==> config.mk <==
export PLATFORM = sky130hd
export DESIGN_NAME = msg_buffer
export DESIGN_NICKNAME = d
export VERILOG_FILES = /design/src/rtl/msg_pkg.sv /design/src/rtl/msg_fifo_core.sv /design/src/rtl/msg_buffer.sv
export SDC_FILE = /design/constraint.sdc
export NUM_CORES = 2
export LEC_CHECK = 0
export ABC_AREA = 1
export CAP_MARGIN = 20
export CORE_AREA = 2 2 342 344
export DETAILED_ROUTE_END_ITERATION = 6
export DIE_AREA = 0 0 344 346
export PLACE_DENSITY = 0.79
export RECOVER_POWER = 25
export SETUP_SLACK_MARGIN = 0.4
export SLEW_MARGIN = 0
export SYNTH_ARGS = -nofsm -noshare
export SYNTH_HDL_FRONTEND = slang
export SYNTH_SLANG_ARGS = --single-unit
==> constraint.sdc <==
create_clock -name clk -period 11.6 [get_ports clk]
set_clock_uncertainty 0.05 [all_clocks]
set_input_delay 1.74 -clock clk [delete_from_list [all_inputs] [get_ports clk]]
set_output_delay 1.74 -clock clk [all_outputs]
set_load 0.1 [all_outputs]
==> src/rtl/msg_pkg.sv <==
// Shared definitions for the message path (upstream controller and buffer).
package msg_pkg;

   localparam int DEF_MAX_MSG_BYTES = 32;
   localparam int DEF_DEPTH         = 4;
   localparam int DEF_CNT_WIDTH     = 16;

   typedef logic [8*DEF_MAX_MSG_BYTES-1:0] msg_t;

endpackage

==> src/rtl/msg_fifo_core.sv <==
// Show-ahead FIFO: storage, pointers and occupancy. The head entry is held in
// a register so the output never depends combinationally on wr_data.
module msg_fifo_core #(
   parameter int WIDTH = 256,
   parameter int DEPTH = 4
) (
   input  logic                   clk,
   input  logic                   rst,
   input  logic                   push,
   input  logic                   pop,
   input  logic [WIDTH-1:0]       wr_data,
   output logic [WIDTH-1:0]       rd_data,
   output logic [$clog2(DEPTH):0] fill_level,
   output logic                   full,
   output logic                   empty
);

   localparam int PTR_W = $clog2(DEPTH);

   logic [WIDTH-1:0] mem [DEPTH];
   logic [PTR_W-1:0] wr_ptr;
   logic [PTR_W-1:0] rd_ptr;
   logic [PTR_W-1:0] rd_next;
   logic [PTR_W:0]   count;
   logic [PTR_W:0]   count_next;

   // NOTE: every signal written in always_comb gets a default first, so no path
   // leaves it unassigned and no latch is inferred.
   always_comb begin
      rd_next    = rd_ptr;
      count_next = count;
      if (pop) begin
         rd_next = rd_ptr + PTR_W'(1);
      end
      if (push && !pop) begin
         count_next = count + (PTR_W+1)'(1);
      end else if (pop && !push) begin
         count_next = count - (PTR_W+1)'(1);
      end
   end

   // NOTE: storage has no reset; only pointers and occupancy decide what is
   // valid, which keeps the array a plain RAM-friendly structure.
   always_ff @(posedge clk) begin
      if (push) begin
         mem[wr_ptr] <= wr_data;
      end
   end

   // NOTE: sequential state uses non-blocking assignments so every register
   // samples pre-edge values regardless of process ordering.
   always_ff @(posedge clk or negedge rst) begin
      if (!rst) begin
         wr_ptr  <= '0;
         rd_ptr  <= '0;
         count   <= '0;
         rd_data <= '0;
      end else begin
         if (push) begin
            wr_ptr <= wr_ptr + PTR_W'(1);
         end
         rd_ptr <= rd_next;
         count  <= count_next;
         // Next head: the slot being written this cycle, else storage; hold when emptied.
         if (count_next != '0) begin
            if (push && (wr_ptr == rd_next)) begin
               rd_data <= wr_data;
            end else begin
               rd_data <= mem[rd_next];
            end
         end
      end
   end

   assign fill_level = count;
   assign full       = (count == (PTR_W+1)'(DEPTH));
   assign empty      = (count == '0);

endmodule

==> src/rtl/msg_buffer.sv <==
// Buffers upstream messages in a show-ahead FIFO with a valid/ready output,
// dropping arrivals while full and counting drops and upstream errors.
module msg_buffer
   import msg_pkg::*;
#(
   parameter int MAX_MSG_BYTES = DEF_MAX_MSG_BYTES,
   parameter int DEPTH         = DEF_DEPTH,
   parameter int CNT_WIDTH     = DEF_CNT_WIDTH
) (
   input  logic                       clk,
   input  logic                       rst,
   input  logic [8*MAX_MSG_BYTES-1:0] msg_data,
   input  logic                       msg_valid,
   input  logic                       msg_error,
   output logic [8*MAX_MSG_BYTES-1:0] m_data,
   output logic                       m_valid,
   input  logic                       m_ready,
   output logic [$clog2(DEPTH):0]     fill_level,
   output logic                       full,
   output logic                       empty,
   output logic [CNT_WIDTH-1:0]       drop_cnt,
   output logic [CNT_WIDTH-1:0]       err_cnt,
   input  logic                       clr_cnt
);

   logic full_int;
   logic empty_int;
   logic pop;
   logic push;
   logic drop;

   // A pop frees a slot in the same cycle, so a full FIFO still accepts then.
   assign pop  = !empty_int && m_ready;
   assign push = msg_valid && !msg_error && (!full_int || pop);
   assign drop = msg_valid && !msg_error && full_int && !pop;

   msg_fifo_core #(
      .WIDTH (8*MAX_MSG_BYTES),
      .DEPTH (DEPTH)
   ) u_fifo (
      .clk        (clk),
      .rst        (rst),
      .push       (push),
      .pop        (pop),
      .wr_data    (msg_data),
      .rd_data    (m_data),
      .fill_level (fill_level),
      .full       (full_int),
      .empty      (empty_int)
   );

   assign m_valid = !empty_int;
   assign full    = full_int;
   assign empty   = empty_int;

   // Counters saturate at all-ones; clear wins over a same-cycle increment.
   always_ff @(posedge clk or negedge rst) begin
      if (!rst) begin
         drop_cnt <= '0;
         err_cnt  <= '0;
      end else begin
         if (clr_cnt) begin
            drop_cnt <= '0;
         end else if (drop && (drop_cnt != '1)) begin
            drop_cnt <= drop_cnt + CNT_WIDTH'(1);
         end
         if (clr_cnt) begin
            err_cnt <= '0;
         end else if (msg_error && (err_cnt != '1)) begin
            err_cnt <= err_cnt + CNT_WIDTH'(1);
         end
      end
   end

endmodule

==> run metrics <==
outcome finished, violations left; failing checks max-capacitance violations, max-slew violations; final hold vios 0; number of cells produced by synthesis 6140; Hold Path Class reg -> reg; largest net degree at the start of global routing 221; Final ANT Viol Nets 0; Seq/Total Area, Yosys 63.85%; setup tns final 0 ns; clk sink count ~1300; Net Count, Synth about 6400; area delta synth->final 18.43%; fin cells between 8000 and 9000; TritonCTS Buffers 139; Worst-path clk slew about 0.060 ns; Nets between 6000 and 7000; worst hold slack around 0.46 ns; synth top area cells edfxtp_1 51%, dfrtp_1 12%, nand2_1 12%; FILL cells between 8000 and 9000; Slew HR -286.6%; first-pass GRT wire length 259800 µm; worst setup path endpoint u_fifo.rd_data[237]; Initial Util roughly half; clock buffer depth 3; grt total ovfl 0; Die X ~340 µm; WL per Instance 20.72 µm; Worst Setup SP rst; crit path kind in -> async; Critical R2R Launch u_fifo.fill_level[0]; vias roughly 46000; CTS tree yes; fin crit period 6.914 ns; #FFs+latches synth ~1300; drc violations 0; vias in the first global route about 46000; Die Span Y between 300 and 400 µm; placed instance count about 8000; Netlist cell types 28; crit start category input pin; Max Freq between 100 and 150 MHz; Slew @ Worst Pin 5.798 ns; Routed WL roughly 170000 µm; Yosys Warn Count 0; Slew Limit Fails 86; core area 115400 µm²; R2R Setup Slk about 5.7 ns; initial antenna violation count 39; post-cts resize count 0; CP Capture Type asynchronous set/reset pin; Max Cap Viol 1; reg2reg end u_fifo.rd_data[31]; DR pass1 iterations 6; Worst R2R Path Depth 16; I/O Buffers 555; CP required about 12 ns; Global Route Usage Sum around 28%; fin crit share roughly three fifths; Worst EP arrival between 7 and 8 ns; row count roughly 130; drt initial violations 5249; fraction of layout instances using a drive strength above 1 under 10%; top cell type's share of synthesized area roughly 51%; Post-CTS Hold Buffers 0; H-tree Lvls 4; worst-skew pair later-pin latency around 0.75 ns; Avg Cell Area, Syn 9.726 µm²; Setup violations, final 0; HPWL Detailed 90060 µm; I/O Pins between 500 and 600; vias per std cell about 5.7; RSZ-0062 raised after global routing no; crit-path max FO 118; Setup Buffers After CTS 0; cell at the root of the clock tree clkbuf_16; largest area contributor in the netlist edfxtp_1; gpl congestion between 0.8 and 0.9; Post-Syn Area 59720 µm²; die area 119000 µm²
cell type report:
cell class                      count  area [µm²]  share of cell area (%)
Antenna cell                       28       70.07                 0.09907
Clock buffer                      200        4046                   5.721
Clock inverter                     58       559.3                  0.7908
Inverter                          820        3085                   4.363
Multi-Input combinational cell   3573       16780                   23.72
Sequential cell                  1319       38130                   53.91
Tap cell                         1524        1907                   2.696
Timing Repair Buffer              607        6150                   8.695
registers in the layout (all words and copies together) (netlist names):
| signal | count |
|---|---|
| u_fifo.fill_level | 3 |
| u_fifo.rd_ptr | 2 |
| u_fifo.rd_data | 256 |
| err_cnt | 16 |
| u_fifo.mem | 1024 |
| drop_cnt | 16 |
| u_fifo.wr_ptr | 2 |
stage by stage:
step	util [%]	setup WS [ns]	area [µm²]
floorplan	-	-2.293	59720
global placement	57.19	4.329	66010
detailed placement	57.19	4.214	66010
CTS	61.18	4.978	70610
global route	61.25	3.840	70700
finish	61.28	4.686	70730
placed cells by master, fill, tap and decap left out, types with 9 or more instances in the layout:
cell             instances
clkdlybuf4s50_1        386
ha_1                     9
clkbuf_8                19
nand2_1               1859
nand3_1               1057
clkbuf_1                36
nand4_1                268
dfrtp_1                295
edfxtp_1              1024
nor3_1                  18
a21oi_1                  9
buf_12                  14
bufinv_16                9
inv_1                  815
buf_4                   38
clkinv_2                20
o21ai_0                 23
xor2_1                  12
diode_2                 28
dlygate4sd3_1          166
nand3b_1               259
clkinv_1                19
clkbuf_16              146
nor2_1                  35
Yosys cell counts:
cell type / n
nand2_1: 1862
nand3_1: 1057
edfxtp_1: 1024
inv_1: 815
dfrtp_1: 295
nand4_1: 268
nand3b_1: 259
buf_2: 202
clkbuf_1: 187
nor2_1: 39
buf_1: 38
o21ai_0: 23
nor3_1: 18
xor2_1: 12
a21oi_1: 9
ha_1: 9
nand2_2: 5
inv_2: 3
a21oi_2: 2
clkinv_1: 2
nand2_4: 2
nand3_2: 2
o31ai_1: 2
buf_4: 1
nor2_2: 1
o21ai_1: 1
or2_2: 1
xnor2_1: 1
critical path, cell delays in order:
cell	delay, ns
clkbuf_1	3.84
buf_4	1.24
buf_12	0.51
per-layer routing:
layer	track usage [%]	share of wire, %	up-vias
met1	36.43	38	22311
met5	0	0.082	-
met2	44.89	48	2687
met4	14.18	4.6	20
met3	5.193	9.6	424
li1	-	-	21035
cells by family after synthesis:
kind of cell,Yosys count,share of synthesized area [%]
compound gates,37,0.3310
xor+xnor,13,0.1907
fa+ha+maj,9,0.1886
buf+inv,1248,8.274
flops,1319,63.85
simple gates,3514,27.17
worst min-delay path by stage:
stage	slack, ns	cells past startpoint	end	from
floorplan	0.54	2	u_fifo.wr_ptr[1]	u_fifo.wr_ptr[1]
global placement	0.44	2	u_fifo.rd_data[1]	u_fifo.rd_data[1]
detailed placement	0.44	2	u_fifo.rd_data[75]	u_fifo.rd_data[75]
CTS	0.46	2	u_fifo.rd_data[129]	u_fifo.rd_data[129]
global route	0.48	2	u_fifo.rd_data[204]	u_fifo.rd_data[204]
finish	0.46	2	u_fifo.rd_data[248]	u_fifo.rd_data[248]
Power is not shown: default switching activity piles up to over one toggle a cycle in this logic, so the estimate is an artifact.
